$ cat config.mk
export PLATFORM = sky130hd
export DESIGN_NAME = pipeline_hazard_ctrl
export DESIGN_NICKNAME = d
export VERILOG_FILES = /design/src/rtl/pipeline_hazard_ctrl.sv
export SDC_FILE = /design/constraint.sdc
export NUM_CORES = 1
export LEC_CHECK = 0
export ABC_AREA = 1
export BUFFER_PORTS_ARGS = -buffer_cell sky130_fd_sc_hd__buf_2
export CAP_MARGIN = 30
export CORE_ASPECT_RATIO = 1.1
export CORE_UTILIZATION = 50
export DETAILED_ROUTE_END_ITERATION = 10
export HOLD_SLACK_MARGIN = 0.05
export PLACE_DENSITY = 0.83
export SLEW_MARGIN = 20
export SYNTH_ARGS = -nofsm -noshare
export SYNTH_HDL_FRONTEND = slang
export SYNTH_SLANG_ARGS = --single-unit
$ cat constraint.sdc
create_clock -name clk -period 2.1 [get_ports clk]
set_input_delay 0.21 -clock clk [delete_from_list [all_inputs] [get_ports clk]]
set_output_delay 0.21 -clock clk [all_outputs]
set_load 0.1 [all_outputs]
$ cat src/rtl/pipeline_hazard_ctrl.sv
// pipeline_hazard_ctrl: freeze/flush sequencer for the 5-stage pipeline.
// Holds the IF register and inserts ID/EX bubbles on data hazards, flushes IF/ID
// on a taken branch, and freezes the whole pipe while a data-memory access is busy.
// Optional feature macro: HAZARD_FORWARDING_EN. When it is defined, only load-use
// hazards stall. When it is undefined, any EX or MEM writeback that matches an ID
// source stalls.
//
// Handshake: the memory access is busy while mem_req=1 and mem_ready=0. The cycle
// with mem_ready=1, or the cycle in which mem_req drops, is the completion cycle.
// That cycle is not frozen.
// Freeze always wins over flush at every pipeline register.
module pipeline_hazard_ctrl #(
    parameter int REG_W       = 4,
    parameter int TMO_W       = 8,
    parameter int MEM_TIMEOUT = 200
) (
    input  logic             clk,
    input  logic             rst,
    input  logic [REG_W-1:0] id_src1,
    input  logic [REG_W-1:0] id_src2,
    input  logic             id_two_src,
    input  logic             id_valid,
    input  logic             ex_wb_en,
    input  logic [REG_W-1:0] ex_dest,
    input  logic             ex_mem_read,
    input  logic             mem_wb_en,
    input  logic [REG_W-1:0] mem_dest,
    input  logic             branch_taken,
    input  logic             mem_req,
    input  logic             mem_ready,
    output logic             pc_en,
    output logic             if_freeze,
    output logic             if_flush,
    output logic             id_flush,
    output logic             pipe_freeze,
    output logic             mem_timeout,
    output logic [31:0]      stall_cnt,
    output logic             state_dbg
);

    localparam logic [0:0] RUN      = 1'b0;
    localparam logic [0:0] MEM_WAIT = 1'b1;

    logic [0:0]       state;
    logic [0:0]       state_nxt;
    logic [TMO_W-1:0] tmo_cnt;
    logic [TMO_W-1:0] tmo_cnt_nxt;
    logic             tmo_hit;

    logic ex_hit;
    logic mem_hit;
    logic data_hz;
    logic mem_busy;

    logic pc_en_c;
    logic if_freeze_c;
    logic if_flush_c;
    logic id_flush_c;
    logic pipe_freeze_c;

    // Register 0 is compared like any other index.
    assign ex_hit  = (id_valid & (id_src1 == ex_dest))  | (id_two_src & (id_src2 == ex_dest));
    assign mem_hit = (id_valid & (id_src1 == mem_dest)) | (id_two_src & (id_src2 == mem_dest));

`ifdef HAZARD_FORWARDING_EN
    // Forwarding covers ALU results. Only a load in EX cannot be forwarded in time.
    assign data_hz = ex_wb_en & ex_mem_read & ex_hit;
    logic unused_mem_fields;
    assign unused_mem_fields = &{1'b0, mem_wb_en, mem_hit};
`else
    // There is no forwarding, so any pending writeback to a source register stalls.
    assign data_hz = (ex_wb_en & ex_hit) | (mem_wb_en & mem_hit);
    logic unused_load_flag;
    assign unused_load_flag = &{1'b0, ex_mem_read};
`endif

    assign mem_busy = mem_req & ~mem_ready;

    // Next-state and control decode. A busy access freezes everything in either state.
    // Otherwise the RUN priority applies: branch first, then the data hazard.
    always_comb begin
        pc_en_c       = 1'b1;
        if_freeze_c   = 1'b0;
        if_flush_c    = 1'b0;
        id_flush_c    = 1'b0;
        pipe_freeze_c = 1'b0;
        state_nxt     = RUN;
        tmo_cnt_nxt   = tmo_cnt;
        tmo_hit       = 1'b0;
        if (mem_busy) begin
            pc_en_c       = 1'b0;
            if_freeze_c   = 1'b1;
            pipe_freeze_c = 1'b1;
            state_nxt     = MEM_WAIT;
            if (state == RUN) begin
                tmo_cnt_nxt = TMO_W'(1);
            end else if (tmo_cnt != {TMO_W{1'b1}}) begin
                tmo_cnt_nxt = tmo_cnt + TMO_W'(1);
            end
            tmo_hit = (tmo_cnt_nxt == TMO_W'(MEM_TIMEOUT));
        end else if (branch_taken) begin
            // The ID instruction is squashed, so a coincident hazard does not matter.
            if_flush_c = 1'b1;
            id_flush_c = 1'b1;
        end else if (data_hz) begin
            pc_en_c     = 1'b0;
            if_freeze_c = 1'b1;
            id_flush_c  = 1'b1;
        end
    end

    // Reset releases every hold at once, without waiting for a clock edge.
    assign pc_en       = rst | pc_en_c;
    assign if_freeze   = ~rst & if_freeze_c;
    assign if_flush    = ~rst & if_flush_c;
    assign id_flush    = ~rst & id_flush_c;
    assign pipe_freeze = ~rst & pipe_freeze_c;
    assign state_dbg   = state[0];

    // State, wait counter, sticky timeout flag and stall-cycle counter.
    always_ff @(posedge clk or posedge rst) begin
        if (rst) begin
            state       <= RUN;
            tmo_cnt     <= '0;
            mem_timeout <= 1'b0;
            stall_cnt   <= '0;
        end else begin
            state   <= state_nxt;
            tmo_cnt <= tmo_cnt_nxt;
            if (tmo_hit) begin
                mem_timeout <= 1'b1;
            end
            if (!pc_en_c) begin
                stall_cnt <= stall_cnt + 32'd1;
            end
        end
    end

endmodule

==> results.py <==
metrics = {
    "min_path": {
        "hp-class": "primary input to flop",
        "hp-start": "mem_ready",
        "worstHoldPathCells": 2,
        "min_delay_worst_endpoint": "state_dbg$_DFF_PP0_",
    },
    "yosys": {
        "yosys_warnings": 0,
        "syn_inst": 467,
        "ys_ff_latch": 42,
        "synthesis.area_mm2": 0.00307,
        "synth_cell_types": 28,
        "yosysSeqAreaShare": 0.342,
        "synth_top_area_share": 0.342,
        "syn_nets": 495,
        "synth_area_leader_cell": "dfrtp_1",
        "synth_area_leaders": "dfrtp_1 34%, nand2_1 22%, nand3_1 8.3%",
        "syn_avg_cell_area_um2": 6.58,
    },
    "finish": {
        "final_common_cell": "nand2_1",
        "drive_gt1_frac": 0.190,
        "area_growth_pct": 17.8,
        "finalNonFillerCells": 608,
        "n_antenna_cell": 0,
        "final_cell_mix": "178 x nand2_1, 61 x buf_2, 51 x nand3_1",
        "nets": 558,
        "fillers": 554,
    },
    "cts": {
        "holdBufCountCts": 0,
        "cts-buffers-inserted": 5,
        "clk_latency_ns": 0.30,
        "post-cts-setup-buffer-count": 0,
        "cts_tree": "done",
        "cts_buffer_depth": 2,
        "root_buffer": "clkbuf_8",
        "cts_sinks": 42,
        "htreeDepth": 2,
        "clkTransAtPathRegs_ns": 0.08,
        "cts_resized": 0,
    },
    "detailed_routing": {
        "wirelength_mm": 7.38,
        "drtAntennaViolNets": 0,
        "vias_per_cell": 5.15,
        "dr_total_vias": 3134,
        "wire_per_inst_um": 12.1,
        "drc_errors": 0,
        "drtIter0Drc": 167,
        "dr.pass1.iters": 4,
    },
    "setup_path": {
        "r2r_cells": 8,
        "r2r-start": "stall_cnt[1]$_DFFE_PP0N_",
        "cp_data_required_time_ns": 1.89,
        "crit_fanout": 21,
        "start_kind": "primary input",
        "end_kind": "output port",
        "r2r_slack_ns": 0.42,
        "cp.arrival_ns": 1.55,
        "r2r-end": "stall_cnt[30]$_DFFE_PP0N_",
        "critPathKind": "primary input to output port",
    },
    "floorplan": {
        "dieWidth_um": 76.7,
        "core_area_mm2": 0.00584,
        "ios": 65,
        "die_height_um": 84.2,
        "rows": 29,
        "initial_utilization": 0.526,
        "dieArea_mm2": 0.00646,
    },
    "status": {
        "outcome": "completed",
    },
    "placed_design": {
        "gp_congestion": 0.959,
        "placed_cells": 600,
        "post-dp-hpwl_mm": 5.69,
        "portBuffers": 63,
    },
    "timing": {
        "tightest_slew_ns": 0.538,
        "setup_viol": 0,
        "skew_ns": 0.0101,
        "fmax_mhz": 569,
        "max-slew-margin-rel": 0.641,
        "grt_setup_unrepaired": "no",
        "finalCritPeriodShare": 0.837,
        "min_period_ns": 1.76,
        "tns_ns": 0,
        "slew_viol_final": 0,
        "holdWs_ns": 0.116,
        "hold_violations": 0,
    },
    "grt": {
        "grt_usage": 0.248,
        "antenna_found_initial": 0,
        "grt_pass1_wl_mm": 13.0,
        "grt_max_degree": 43,
        "grt_pass1_vias": 3010,
        "overflow": 0,
    },
    "power_and_ir_drop": {
        "peakVddDrop_mv": 0.539,
        "p_leak_nw": 1.96,
        "cellPowerDensity_mw_per_mm2": 616,
        "fin_total_pwr_mw": 2.23,
    },
    "job": {
        "maxCapViolations": 0,
    },
}
==> how the worst max path moves through the flow <==
| stage | endpoint | slack (ns) | cells after the start | from |
|---|---|---|---|---|
| finish | id_flush | 0.34 | 7 | mem_req |
| global route | mem_timeout$_DFFE_PP0P_ | 0.22 | 11 | tmo_cnt[0]$_DFFE_PP0P_ |
| floorplan | if_freeze | -0.01 | 3 | rst |
| detailed placement | id_flush | 0.34 | 7 | mem_req |
| CTS | id_flush | 0.34 | 7 | mem_req |
| global placement | id_flush | 0.37 | 7 | mem_req |
==> critical path, stage by stage <==
cell	delay, ns
buf_2	0.09
inv_1	0.05
nor2_2	0.07
inv_2	0.30
nand2_1	0.19
a31oi_4	0.17
buf_2	0.44
==> cell families after synthesis <==
| group | Yosys count | synth area share |
|---|---|---|
| xor+xnor | 28 | 0.0798 |
| simple gates | 321 | 0.464 |
| flops | 42 | 0.342 |
| fa+ha+maj | 2 | 0.00815 |
| compound gates | 14 | 0.0240 |
| buf+inv | 60 | 0.0819 |
==> cell type report <==
cell class	count	area [um^2]	share of cell area
Sequential cell	42	1050	0.291
Multi-Input combinational cell	365	1800	0.496
Inverter	49	191	0.0529
Clock inverter	1	30.0	0.00830
Tap cell	77	96.3	0.0266
Timing Repair Buffer	67	375	0.104
Clock buffer	7	76.3	0.0211
==> Yosys cell counts <==
library cell / count
buf_6: 3
nor2_2: 2
nor2_1: 47
nand3b_1: 7
inv_1: 46
dfrtp_1: 42
inv_2: 3
xor2_1: 21
ha_1: 2
clkbuf_1: 3
buf_2: 3
xnor2_1: 7
buf_1: 2
nand4_1: 5
a21oi_1: 1
a22oi_1: 1
nand2_1: 179
o21ai_0: 11
nand2_4: 2
nor3b_2: 2
nand2_2: 3
nor3b_1: 1
a31oi_1: 1
nand3_2: 3
nand3_1: 51
nor3_1: 13
nand2b_1: 1
nor3_2: 5
==> through the flow <==
stage	instance area, um^2	setup WS, ns	util
global placement	3510	0.372	0.601
finish	3620	0.343	0.620
floorplan	3110	-0.00999	-
detailed placement	3510	0.342	0.601
CTS	3620	0.339	0.620
global route	3620	0.215	0.620
==> report_power, final <==
group	total (mW)	switching, mW	internal [mW]
Sequential	0.937	0.0826	0.855
Clock	0.635	0.279	0.356
Combinational	0.658	0.516	0.142
==> per-layer routing <==
metal	track usage	vias up	wire, um
met5	0	-	0
met4	0.0857	0	133
met3	0.0391	15	336
met2	0.462	89	3810
met1	0.287	1438	3110
li1	-	1592	-
==> state kept, by name, indices dropped and copies added, names as in the netlist <==
signal	count
state_dbg	1
tmo_cnt	8
mem_timeout	1
stall_cnt	32
(Power assumes the default switching activity.)
